## config.mk

```make
export PLATFORM = sky130hd
export DESIGN_NAME = uart_frame_controller
export DESIGN_NICKNAME = d
export VERILOG_FILES = /design/src/rtl/uart_ctrl_pkg.sv /design/src/rtl/uart_ctrl_rx_parser.sv /design/src/rtl/uart_frame_controller.sv
export SDC_FILE = /design/constraint.sdc
export NUM_CORES = 1
export LEC_CHECK = 0
export CORE_MARGIN = 3
export CORE_UTILIZATION = 35
export DETAILED_ROUTE_END_ITERATION = 8
export RECOVER_POWER = 50
export SYNTH_ARGS = -nofsm -noshare
export SYNTH_HDL_FRONTEND = slang
export SYNTH_SLANG_ARGS = --single-unit
export TNS_END_PERCENT = 50
```

## constraint.sdc

```tcl
create_clock -name i_CLK -period 8.8 [get_ports i_CLK]
set_clock_uncertainty 0.15 [all_clocks]
set_input_delay 0.88 -clock i_CLK [delete_from_list [all_inputs] [get_ports i_CLK]]
set_output_delay 0.88 -clock i_CLK [all_outputs]
set_load 0.03 [all_outputs]
```

## src/rtl/uart_ctrl_pkg.sv

```systemverilog
// Shared command codes, FSM encodings and checksum helper for the UART frame controller.
// Checksum support is enabled with the UART_CTRL_CHKSUM_EN macro.
package uart_ctrl_pkg;

    localparam logic [7:0] CmdRun   = 8'h52;
    localparam logic [7:0] CmdStop  = 8'h93;
    localparam logic [7:0] CmdReadA = 8'h61;
    localparam logic [7:0] CmdReadM = 8'h6D;

    typedef enum logic [1:0] {TxIdle, TxSend, TxWait} tx_state_e;
    typedef enum logic [1:0] {RxIdle, RxArg, RxChk} rx_state_e;

    function automatic logic [7:0] xor_fold(input logic [7:0] acc, input logic [7:0] b);
        return acc ^ b;
    endfunction

endpackage

```

## src/rtl/uart_ctrl_rx_parser.sv

```systemverilog
// RX command parser: command filtering against core state, argument assembly, inter-byte timeout.
// With UART_CTRL_CHKSUM_EN defined, a trailing XOR byte is verified after each accepted command.
module uart_ctrl_rx_parser
    import uart_ctrl_pkg::*;
#(
    parameter int unsigned ARG_BYTES   = 1,
    parameter int unsigned TIMEOUT_CYC = 250000,
    parameter logic [7:0]  CMD_RUN     = CmdRun,
    parameter logic [7:0]  CMD_STOP    = CmdStop,
    parameter logic [7:0]  CMD_READ_A  = CmdReadA,
    parameter logic [7:0]  CMD_READ_M  = CmdReadM
) (
    input  logic                        clk,
    input  logic                        rst,
    input  logic [7:0]                  rx_byte,
    input  logic                        rx_byte_valid,
    input  logic                        core_busy,
    output logic [8*(1+ARG_BYTES)-1:0]  rx_data,
    output logic                        rx_valid,
    output logic                        rx_err
);

    localparam int unsigned ArgW = 8 * ARG_BYTES;
    localparam int unsigned CntW = $clog2(ARG_BYTES + 1);
    localparam int unsigned TmrW = $clog2(TIMEOUT_CYC);

    rx_state_e             state_q, state_d;
    logic [TmrW-1:0]       timer_q, timer_d;
    logic [CntW-1:0]       cnt_q, cnt_d;
    logic [7:0]            cmd_q, cmd_d;
    logic [ArgW-1:0]       args_q, args_d;
    logic [7:0]            sum_q, sum_d;
    logic [ArgW+7:0]       data_q, data_d;
    logic                  valid_q, valid_d;
    logic                  err_q, err_d;
    logic                  take_simple, take_read;

    // Core state decides which commands are legal at the moment the command byte lands.
    assign take_simple = core_busy ? (rx_byte == CMD_STOP) : (rx_byte == CMD_RUN);
    assign take_read   = !core_busy && (rx_byte == CMD_READ_A || rx_byte == CMD_READ_M);

    always_comb begin
        state_d = state_q;
        timer_d = timer_q;
        cnt_d   = cnt_q;
        cmd_d   = cmd_q;
        args_d  = args_q;
        sum_d   = sum_q;
        data_d  = data_q;
        valid_d = 1'b0;
        err_d   = 1'b0;
        unique case (state_q)
            RxIdle: begin
                timer_d = '0;
                if (rx_byte_valid && (take_simple || take_read)) begin
                    cmd_d  = rx_byte;
                    args_d = '0;
                    cnt_d  = '0;
                    sum_d  = rx_byte;
                    if (take_read) begin
                        state_d = RxArg;
                    end else begin
`ifdef UART_CTRL_CHKSUM_EN
                        state_d = RxChk;
`else
                        valid_d = 1'b1;
                        data_d  = {rx_byte, ArgW'(0)};
`endif
                    end
                end
            end
            RxArg, RxChk: begin
                if (rx_byte_valid) begin
                    timer_d = '0;
                    if (state_q == RxArg) begin
                        args_d = ArgW'({args_q, rx_byte});
                        sum_d  = xor_fold(sum_q, rx_byte);
                        cnt_d  = cnt_q + 1'b1;
                        if (cnt_q == CntW'(ARG_BYTES - 1)) begin
`ifdef UART_CTRL_CHKSUM_EN
                            state_d = RxChk;
`else
                            state_d = RxIdle;
                            valid_d = 1'b1;
                            data_d  = {cmd_q, ArgW'({args_q, rx_byte})};
`endif
                        end
                    end else begin
                        state_d = RxIdle;
                        if (rx_byte == sum_q) begin
                            valid_d = 1'b1;
                            data_d  = {cmd_q, args_q};
                        end else begin
                            err_d = 1'b1;
                        end
                    end
                end else if (timer_q == TmrW'(TIMEOUT_CYC - 1)) begin
                    err_d   = 1'b1;
                    state_d = RxIdle;
                end else begin
                    timer_d = timer_q + 1'b1;
                end
            end
            default: state_d = RxIdle;
        endcase
    end

    always_ff @(posedge clk or posedge rst) begin
        if (rst) begin
            state_q <= RxIdle;
            timer_q <= '0;
            cnt_q   <= '0;
            cmd_q   <= '0;
            args_q  <= '0;
            sum_q   <= '0;
            data_q  <= '0;
            valid_q <= 1'b0;
            err_q   <= 1'b0;
        end else begin
            state_q <= state_d;
            timer_q <= timer_d;
            cnt_q   <= cnt_d;
            cmd_q   <= cmd_d;
            args_q  <= args_d;
            sum_q   <= sum_d;
            data_q  <= data_d;
            valid_q <= valid_d;
            err_q   <= err_d;
        end
    end

    assign rx_data  = data_q;
    assign rx_valid = valid_q;
    assign rx_err   = err_q;

endmodule

```

## src/rtl/uart_frame_controller.sv

```systemverilog
// Byte-framing controller between core logic and the uart_tx/uart_rx byte engines.
// Define UART_CTRL_CHKSUM_EN to append/verify an XOR checksum byte on both paths.
module uart_frame_controller
    import uart_ctrl_pkg::*;
#(
    parameter int unsigned MAX_BYTES   = 7,
    parameter int unsigned ARG_BYTES   = 1,
    parameter int unsigned TIMEOUT_CYC = 250000,
    parameter logic [7:0]  CMD_RUN     = CmdRun,
    parameter logic [7:0]  CMD_STOP    = CmdStop,
    parameter logic [7:0]  CMD_READ_A  = CmdReadA,
    parameter logic [7:0]  CMD_READ_M  = CmdReadM
) (
    input  logic                          i_CLK,
    input  logic                          w_rst,
    input  logic [8*MAX_BYTES-1:0]        i_TX_DATA,
    input  logic [$clog2(MAX_BYTES+1)-1:0] i_TX_LEN,
    input  logic                          i_TX_VALID,
    output logic                          o_TX_READY,
    output logic                          o_TX_FRAME_DONE,
    output logic [7:0]                    o_TX_BYTE,
    output logic                          o_TX_BYTE_VALID,
    input  logic                          i_TX_BYTE_DONE,
    input  logic [7:0]                    i_RX_BYTE,
    input  logic                          i_RX_BYTE_VALID,
    input  logic                          i_CORE_BUSY,
    output logic [8*(1+ARG_BYTES)-1:0]    o_RX_DATA,
    output logic                          o_RX_VALID,
    output logic                          o_RX_ERR
);

    localparam int unsigned DataW = 8 * MAX_BYTES;
    localparam int unsigned LenW  = $clog2(MAX_BYTES + 1);

    tx_state_e         state_q, state_d;
    logic [DataW-1:0]  shift_q, shift_d;
    logic [LenW-1:0]   len_q, len_d;
    logic [LenW-1:0]   count_q, count_d;
    logic [7:0]        sum_q, sum_d;
    logic              sum_phase_q, sum_phase_d;
    logic              alive_q;
    logic              ready;
    logic [LenW-1:0]   len_eff;

    // Widened compare keeps the clamp meaningful even when MAX_BYTES fills the length field.
    assign len_eff = ({1'b0, i_TX_LEN} > (LenW + 1)'(MAX_BYTES)) ? LenW'(MAX_BYTES) : i_TX_LEN;
    assign ready   = (state_q == TxIdle) && alive_q;
    assign o_TX_READY = ready;
    assign o_TX_BYTE  = shift_q[DataW-1 -: 8];

    always_comb begin
        state_d         = state_q;
        shift_d         = shift_q;
        len_d           = len_q;
        count_d         = count_q;
        sum_d           = sum_q;
        sum_phase_d     = sum_phase_q;
        o_TX_BYTE_VALID = 1'b0;
        o_TX_FRAME_DONE = 1'b0;
        unique case (state_q)
            TxIdle: begin
                if (i_TX_VALID && ready && (i_TX_LEN != '0)) begin
                    shift_d     = i_TX_DATA;
                    len_d       = len_eff;
                    count_d     = '0;
                    sum_d       = '0;
                    sum_phase_d = 1'b0;
                    state_d     = TxSend;
                end
            end
            TxSend: begin
                o_TX_BYTE_VALID = 1'b1;
                if (!sum_phase_q) begin
                    count_d = count_q + 1'b1;
                    sum_d   = xor_fold(sum_q, shift_q[DataW-1 -: 8]);
                end
                state_d = TxWait;
            end
            TxWait: begin
                if (i_TX_BYTE_DONE) begin
                    if (count_q < len_q) begin
                        shift_d = shift_q << 8;
                        state_d = TxSend;
                    end else begin
`ifdef UART_CTRL_CHKSUM_EN
                        if (!sum_phase_q) begin
                            shift_d[DataW-1 -: 8] = sum_q;
                            sum_phase_d           = 1'b1;
                            state_d               = TxSend;
                        end else begin
                            o_TX_FRAME_DONE = 1'b1;
                            state_d         = TxIdle;
                        end
`else
                        o_TX_FRAME_DONE = 1'b1;
                        state_d         = TxIdle;
`endif
                    end
                end
            end
            default: state_d = TxIdle;
        endcase
    end

    always_ff @(posedge i_CLK or posedge w_rst) begin
        if (w_rst) begin
            state_q     <= TxIdle;
            shift_q     <= '0;
            len_q       <= '0;
            count_q     <= '0;
            sum_q       <= '0;
            sum_phase_q <= 1'b0;
            alive_q     <= 1'b0;
        end else begin
            state_q     <= state_d;
            shift_q     <= shift_d;
            len_q       <= len_d;
            count_q     <= count_d;
            sum_q       <= sum_d;
            sum_phase_q <= sum_phase_d;
            alive_q     <= 1'b1;
        end
    end

    uart_ctrl_rx_parser #(
        .ARG_BYTES   (ARG_BYTES),
        .TIMEOUT_CYC (TIMEOUT_CYC),
        .CMD_RUN     (CMD_RUN),
        .CMD_STOP    (CMD_STOP),
        .CMD_READ_A  (CMD_READ_A),
        .CMD_READ_M  (CMD_READ_M)
    ) u_rx_parser (
        .clk           (i_CLK),
        .rst           (w_rst),
        .rx_byte       (i_RX_BYTE),
        .rx_byte_valid (i_RX_BYTE_VALID),
        .core_busy     (i_CORE_BUSY),
        .rx_data       (o_RX_DATA),
        .rx_valid      (o_RX_VALID),
        .rx_err        (o_RX_ERR)
    );

endmodule

```

Word-level counts from Yosys, hierarchy flattened
Cells that the tools add are included.
{"block": "op_classes", "order_cmp": 1, "n_eq_ne": 23, "n_reduce_logical": 24, "n_mux": 56, "add_sub_neg": 3, "n_bitwise": 1}
{"operator": "56-bit two-way mux", "n": 3}
{"operator": "56-bit one-hot mux with 2 select lines", "n": 1}
{"operator": "16-bit two-way mux", "n": 6}
{"operator": "8-bit two-way mux", "n": 6}
{"operator": "18-bit two-way mux", "n": 2}
{"operator": "18-bit one-hot mux with 2 select lines", "n": 1}
{"operator": "16-bit one-hot mux with 2 select lines", "n": 1}
{"operator": "8-bit one-hot mux with 2 select lines", "n": 2}
{"operator": "8-bit by 7-bit equality test with 1-bit output, second input constant", "n": 3}
{"operator": "1-bit two-way mux", "n": 20}
{"operator": "18-bit by 1-bit adder with 18-bit output, second input constant", "n": 1}
{"operator": "18-bit equality test, second input constant", "n": 1}
{"operator": "2-bit two-way mux", "n": 8}
{"operator": "4-bit AND reduction", "n": 3}
{"operator": "2-bit AND reduction", "n": 5}
{"operator": "8-bit equality test", "n": 1}
{"operator": "8-bit equality test, second input constant", "n": 1}
{"operator": "2-bit by 1-bit inequality test with 1-bit output, second input constant", "n": 4}
{"operator": "2-bit inequality test, second input constant", "n": 4}
{"operator": "8-bit bitwise XOR", "n": 1}
{"operator": "3-bit inequality test, second input constant", "n": 2}
{"operator": "2-bit one-hot mux with 3 select lines", "n": 1}
{"operator": "3-bit one-hot mux with 2 select lines", "n": 1}
{"operator": "6-bit AND reduction", "n": 1}
{"operator": "18 further kinds", "n": 29}
{"block": "word_totals", "reg_bits": 128, "output_inout_bits": 29}

Depth between registers and ports, before layout
Gate-level depths: netlist of the first run.
{"block": "logic_depth", "depth_word": 7, "mapped_depth": 9, "depth_no_buf": 7}

Modules after synthesis
Synthesis of the first run repeated with hierarchy kept, for this count alone.
{"block": "hier_totals", "cells_unflattened": 550, "area_unflattened_um2": 5612.9}
{"module": "uart_frame_controller", "area_per_inst_um2": 3308.2, "cells_per_inst": 334, "n_inst": 1}
{"module": "uart_ctrl_rx_parser", "area_per_inst_um2": 2304.7, "cells_per_inst": 216, "n_inst": 1}

Worst setup path before layout of the first run
OpenSTA, ideal clock, no wires.
{"block": "synth_timing", "kind": "flip-flop to output port", "start": "reg state_q[0]", "end": "out o_TX_FRAME_DONE", "path_stages_with_launch": 5, "slack_ns": 6.329, "t_arrival_ns": 1.441, "path_cell_list": "dfrtp_1 -> nor2b_1 -> buf_2 -> buf_1 -> and3_1"}
{"block": "synth_between", "elab_chain_cells": 2}
{"item": "start, declared", "line": "uart_frame_controller.sv:35", "text": "tx_state_e state_q, state_d;"}
{"item": "start signal, assigned", "line": "uart_frame_controller.sv:107", "text": "state_q <= TxIdle;"}
{"item": "start signal, assigned", "line": "uart_frame_controller.sv:115", "text": "state_q <= state_d;"}
{"item": "2-bit equality test", "line": "uart_frame_controller.sv:60", "text": "unique case (state_q)"}
{"item": "1-bit two-way mux", "line": "uart_frame_controller.sv:60"}
{"item": "end, declared", "line": "uart_frame_controller.sv:20", "text": "output logic o_TX_FRAME_DONE,"}
No other way between the ends.

Final worst setup path of the first run
Same ends and word-level chain as after synthesis.

==> impl_metrics.toml, run 1 <==
[setup_path]
critPathMaxFanout = 49
critical-path-top-delay-family = "simple AND/OR/NAND/NOR gates"
max_stage_delay_ns = 0.86
crit_chain = "nor2b_4 -> and3_1 -> clkdlybuf4s50_1"
cp.required_ns = 7.77
crit_arrival_ns = 2.59
crit_buf_inv = 1
cp-start-kind = "register"
critPathKind = "reg -> out"
end_kind = "primary output"
critPathSlowestCell = "nor2b_4"

[timing]
setup_viol_count_final = 0
drv_slew = 118
rsz0062_at_grt = "no"
hold_viol_final = 0
period_needed_ns = 3.62
worst_pin_slew_ns = 2.17
max_slew_margin_pct = -45.2
min_period_over_period_pct = 41.1
fin_tns_setup_ns = 0
max_freq_mhz = 276

[die]
core_mm2 = 0.0147
row_count = 44
initial_core_util_pct = 36.2
dieArea_mm2 = 0.0167
die_height_um = 129
die_w_um = 129
io-pin-count = 102

[route]
via_per_inst = 4.84
ant_nets = 0
routed_wl_um = 11800
wl_per_cell_um = 14.7
via_count = 3887
drc = 0
dr.pass1.iters = 4
drtIter0Drc = 191

[synth]
synth_xor_area_share_pct = 2.64
synth.area.mux_share_pct = 13.2
synthDistinctLibCells = 42
async_flop_share_pct = 100
synth_cells = 538
synth_edf_count = 0
yosys.area.top_type_share_pct = 52.3
yosysWarnings = 0
netlist.top_cell.by_area = "dfrtp_1"
synth_fa_ha_area_share_pct = 0.942
ys.flop_type = "dfrtp_1"
syn_area_per_cell_um2 = 9.88
ys_ff_latch = 111
synth_area_mm2 = 0.00532
syn_nets = 615
synth-compound-area-share_pct = 5.98
synth-simple-area-share_pct = 20.2
synth_top_family_by_area = "simple AND/OR/NAND/NOR gates"
seq_area_frac_synth_pct = 52.3
synth_common_cells = "nand2_1, dfrtp_1, mux2_2"
synth_most_common_cell = "nand2_1"
yosys-top-cells-area = "dfrtp_1, nand2_1, mux2_2"

[hold_path]
hold_path_class = "reg -> reg"

[power_and_ir_drop]
netSwitchingFraction_pct = 32.8
p_per_area_mw_per_mm2 = 273
switchingPower_uw = 596
ir_worst_vdd_v = 0.0000955
power_frac_seq_pct = 41.6
p_int_uw = 1220
total_power_uw = 1810
p_comb_share_pct = 35.3
clkPwrFrac_pct = 23.1
leakage_uw = 0.00312

[clock_tree]
htreeDepth = 3
clk_latency_ns = 0.35
ctsResizeCount = 0
cts_buffers = 9
cts_tree = "built"
clk_pin_slew_ns = 0.07
hold_buffers = 0
clock_sinks = 111
cts_root_buffer = "clkbuf_16"
cts_setup_buffers = 0
clk_path_buf_depth = 2

[global_route]
grt_pass1_vias = 3939
grt_start_max_net_pins = 63
grt_usage_pct = 14.4
grt_remaining_overflow = 0
antenna_found_initial = 4
grt_pass1_wl_um = 19100

[layout]
area_delta_synth_final_pct = 25.2
nets = 691
final_core_util_pct = 45.3
antenna_cells = 0
drive_above_1_share_pct = 13.1
final_area_mm2 = 0.00665

[placed_design]
dpl_cell_area_mm2 = 0.00636
dp_hpwl_um = 8200
place.gp.congestion = 0.736
io_buffers = 101

[job]
max-cap-violations = 3

[status]
outcome = "complete, but fails checks"
violations = "max-capacitance violations, max-slew violations"
-- placed cells by master, fill, tap and decap left out, types with 2 or more instances in the layout --
cell type / netlist / routed
a21o_1: 7 / 7
a21oi_1: 9 / 9
a22o_1: 8 / 8
and3_1: 5 / 5
and4_1: 2 / 2
buf_4: 13 / 2
clkbuf_16: 0 / 9
clkbuf_8: 0 / 2
clkdlybuf4s50_1: 0 / 71
clkinvlp_4: 0 / 2
dfrtp_1: 111 / 111
dlygate4sd3_1: 0 / 30
ha_1: 4 / 4
inv_1: 5 / 4
mux2_2: 49 / 49
mux2_4: 4 / 4
mux2i_1: 9 / 9
nand2_1: 178 / 178
nand2b_1: 6 / 5
nand3_1: 6 / 6
nand4_1: 5 / 5
nor2_1: 35 / 35
nor2b_1: 4 / 3
nor3_1: 3 / 4
nor4b_2: 2 / 2
o21ai_0: 15 / 17
or2_2: 2 / 2
xnor2_1: 3 / 3
xor2_1: 13 / 13
-- registers in the layout (all words and copies together), names as in the netlist, 2 cells and up --
register and flops:
count_q 3, u_rx_parser.rx_data 16, state_q 2, u_rx_parser.cmd_q 8, shift_q 56, u_rx_parser.timer_q 18
len_q 3
-- area by class of cell --
cell class | instances | area, um^2
Clock buffer | 12 | 256
Clock inverter | 4 | 53.8
Fill cell | 1404 | 8050
Inverter | 5 | 20.0
Multi-Input combinational cell | 384 | 2290
Sequential cell | 111 | 2780
Tap cell | 184 | 230
Timing Repair Buffer | 103 | 1030
-- per-stage QoR --
step	instances	worst slack [ns]	hold WS, ns
3_5_place_dp	787	5.50	0.316
6_report	803	5.18	0.327
5_1_grt	803	5.00	0.340
2_1_floorplan	538	4.84	0.299
3_3_place_gp	787	5.51	0.308
4_1_cts	803	5.11	0.332
-- cells by family after synthesis --
kind of cell | after synthesis
and+or+nand+nor | 253
other | 1
adders and majority gates | 4
AOI/OAI and AO/OA | 48
buffers and inverters | 43
muxes | 62
DFF | 111
xor gates and xnor gates | 16
-- layer usage --
layer,track usage (%),part of all wire [%]
met5,0,0.43
met4,4.01,1.2
met3,5.48,6.9
met2,22.9,47
met1,18.5,45
-- power by group through the flow --
| stage | Clock, uW | Sequential (uW) | Combinational, uW |
|---|---|---|---|
| after floorplan | 0 | 756 | 500 |
| after global routing | 459 | 773 | 713 |
| after detailed placement | 0 | 766 | 659 |
| final | 420 | 754 | 640 |
| after CTS | 433 | 757 | 663 |
| after global placement | 0 | 759 | 640 |
-- worst paths after layout --
path,startpoint,endpoint,slack [ns],cells after the start
hold / removal,u_rx_parser.cmd_q[5],u_rx_parser.cmd_q[5],0.33,1
hold reg to reg,u_rx_parser.cmd_q[5],u_rx_parser.cmd_q[5],0.33,1
setup reg to reg,state_q[1],len_q[0],6.25,3
setup / recovery,state_q[0],o_TX_FRAME_DONE,5.18,3
max in group asynchronous,w_rst,shift_q[44],5.49,3
min in group asynchronous,w_rst,u_rx_parser.rx_data[7],1.40,2
No activity file was read; power rests on OpenSTA's default activity.
==> run 2: changes to the inputs <==
==> constraint.sdc (replaced) <==
create_clock -name i_CLK -period 3.8 [get_ports i_CLK]
set_clock_uncertainty 0.15 [all_clocks]
set_input_delay 0.38 -clock i_CLK [delete_from_list [all_inputs] [get_ports i_CLK]]
set_output_delay 0.38 -clock i_CLK [all_outputs]
set_load 0.03 [all_outputs]
==> run 2 against run 1 <==
  * The flow still finishes with violations (max-capacitance violations, max-slew violations)
  * Worst setup slack lost 4.1 ns
  * Count of clock-buffer cells in the layout down 1
  * Global-route usage down 0.14 points
  * Sequential power rose by 130%
  * Largest power group unchanged
  * First-iteration DRC count is 9.4% higher
  * Highest routed layer unchanged
  * Power up 130%
==> impl_metrics.toml, run 2 (synthesis gave the netlist of run 1 again) <==
[setup_path]
critical-path-top-delay-family = "buffers and inverters"
critPathKind = "reg -> out"
cp-start-kind = "register"
critPathSlowestCell = "clkdlybuf4s50_1"
r2r-end = "shift_q[15]"
rr_worst_depth = 4
cp-startpoint = "count_q[2]"
critPathMaxFanout = 2
cp.required_ns = 3.27
crit_chain = "ha_1 -> nand2_1 -> o21ai_0 -> and3_1 -> clkdlybuf4s50_1"
path_depth = 5
crit_arrival_ns = 2.14
end_kind = "primary output"
crit_end = "o_TX_FRAME_DONE"
crit_buf_inv = 1
reg2reg_from = "state_q[0]"
max_stage_delay_ns = 0.67
rrSetupSlack_ns = 1.30

[power_and_ir_drop]
ir_worst_vdd_v = 0.000210
total_power_uw = 4150
p_per_area_mw_per_mm2 = 623
leakage_uw = 0.00308

[global_route]
grt_usage_pct = 14.3
grt_pass1_wl_um = 19100
grt_start_max_net_pins = 58
grt_remaining_overflow = 0
antenna_found_initial = 3
grt_pass1_vias = 3930

[hold_path]
hold_path_class = "reg -> reg"
hold_start = "u_rx_parser.cmd_q[4]"

[clock_tree]
cts_tree = "built"
ctsResizeCount = 0
clock_sinks = 111
htreeDepth = 3
cts_setup_buffers = 0
hold_buffers = 0
clk_latency_ns = 0.34
clk_path_buf_depth = 2
clk_pin_slew_ns = 0.07
cts_buffers = 9
cts_root_buffer = "clkbuf_16"

[route]
via_count = 3902
dr.pass1.iters = 6
via_per_inst = 4.85
ant_nets = 0
drc = 0
wl_per_cell_um = 14.5
routed_wl_um = 11700
drtIter0Drc = 209

[job]
max-cap-violations = 2

[timing]
max_freq_mhz = 374
period_needed_ns = 2.67
hold_viol_final = 0
max_slew_margin_pct = -65.7
rsz0062_at_grt = "no"
min_period_over_period_pct = 70.3
setup_viol_count_final = 0
drv_slew = 105
fin_tns_setup_ns = 0
worst_pin_slew_ns = 2.47

[layout]
top_register = "shift_q"
antenna_cells = 0
area_delta_synth_final_pct = 25.3
largest_reg_flops = 56
nets = 693
drive_above_1_share_pct = 13.5
final_common_cell = "nand2_1"
fin_cells = 805
final_cell_mix = "nand2_1, dfrtp_1, clkdlybuf4s50_1, mux2_2, nor2_1"
final_core_util_pct = 45.3

[status]
violations = "max-capacitance violations, max-slew violations"
outcome = "complete, but fails checks"

[die]
die_w_um = 129
row_count = 44
die_height_um = 129
dieArea_mm2 = 0.0167
initial_core_util_pct = 36.2
core_mm2 = 0.0147
io-pin-count = 102

[placed_design]
place.gp.congestion = 0.753
dp_cells = 789
io_buffers = 101
dp_hpwl_um = 8310
[run 2: cell count changes in the layout (fill, tap and decap cells not counted), sizes merged]
| cell | delta |
|---|---|
| buf | +2 |
| bufinv | -1 |
| clkbuf | -1 |
| clkdlybuf4s50 | +25 |
| clkinv | +1 |
| dlygate4sd3 | -25 |
| inv | +1 |
[run 2: worst min path at each step]
stage	slack (ns)	depth (start not counted)	end
3_5_place_dp	0.32	1	u_rx_parser.cmd_q[4]
6_report	0.33	1	u_rx_parser.cmd_q[4]
2_1_floorplan	0.30	1	u_rx_parser.cmd_q[7]
3_3_place_gp	0.31	1	u_rx_parser.cmd_q[4]
4_1_cts	0.33	1	u_rx_parser.cmd_q[4]
5_1_grt	0.35	1	u_rx_parser.cmd_q[5]
[run 2: area by class of cell]
| class | count | area (um^2) |
|---|---|---|
| inverters | 5 | 20.0 |
| well taps | 184 | 230 |
| flip-flops and latches | 111 | 2780 |
| multi-input cells | 384 | 2300 |
| clock buffers | 11 | 233 |
| repair buffers | 105 | 1070 |
| fillers | 1396 | 8040 |
| clock inverters | 5 | 33.8 |
[run 2: report_power, final]
group          total, uW  switching [uW]  internal (uW)
Clock                866             420            446
Sequential          1750             197           1560
Combinational       1530             770            758
[run 2: metal layers]
layer	global-route usage (%)	part of all wire, %	wire length (um)
met3	4.86	6.8	792
met5	0	0.31	36
met1	18.2	44	5160
met4	3.64	0.93	108
met2	23.5	48	5580
[run 2: metrics by stage]
stage / setup slack [ns] / cell area (um^2) / hold slack, ns
finish: 1.13 / 6660 / 0.326
global route: 0.949 / 6660 / 0.348
CTS: 1.10 / 6660 / 0.332
detailed placement: 1.10 / 6400 / 0.316
global placement: 1.15 / 6400 / 0.309
floorplan: 0.339 / 5320 / 0.299
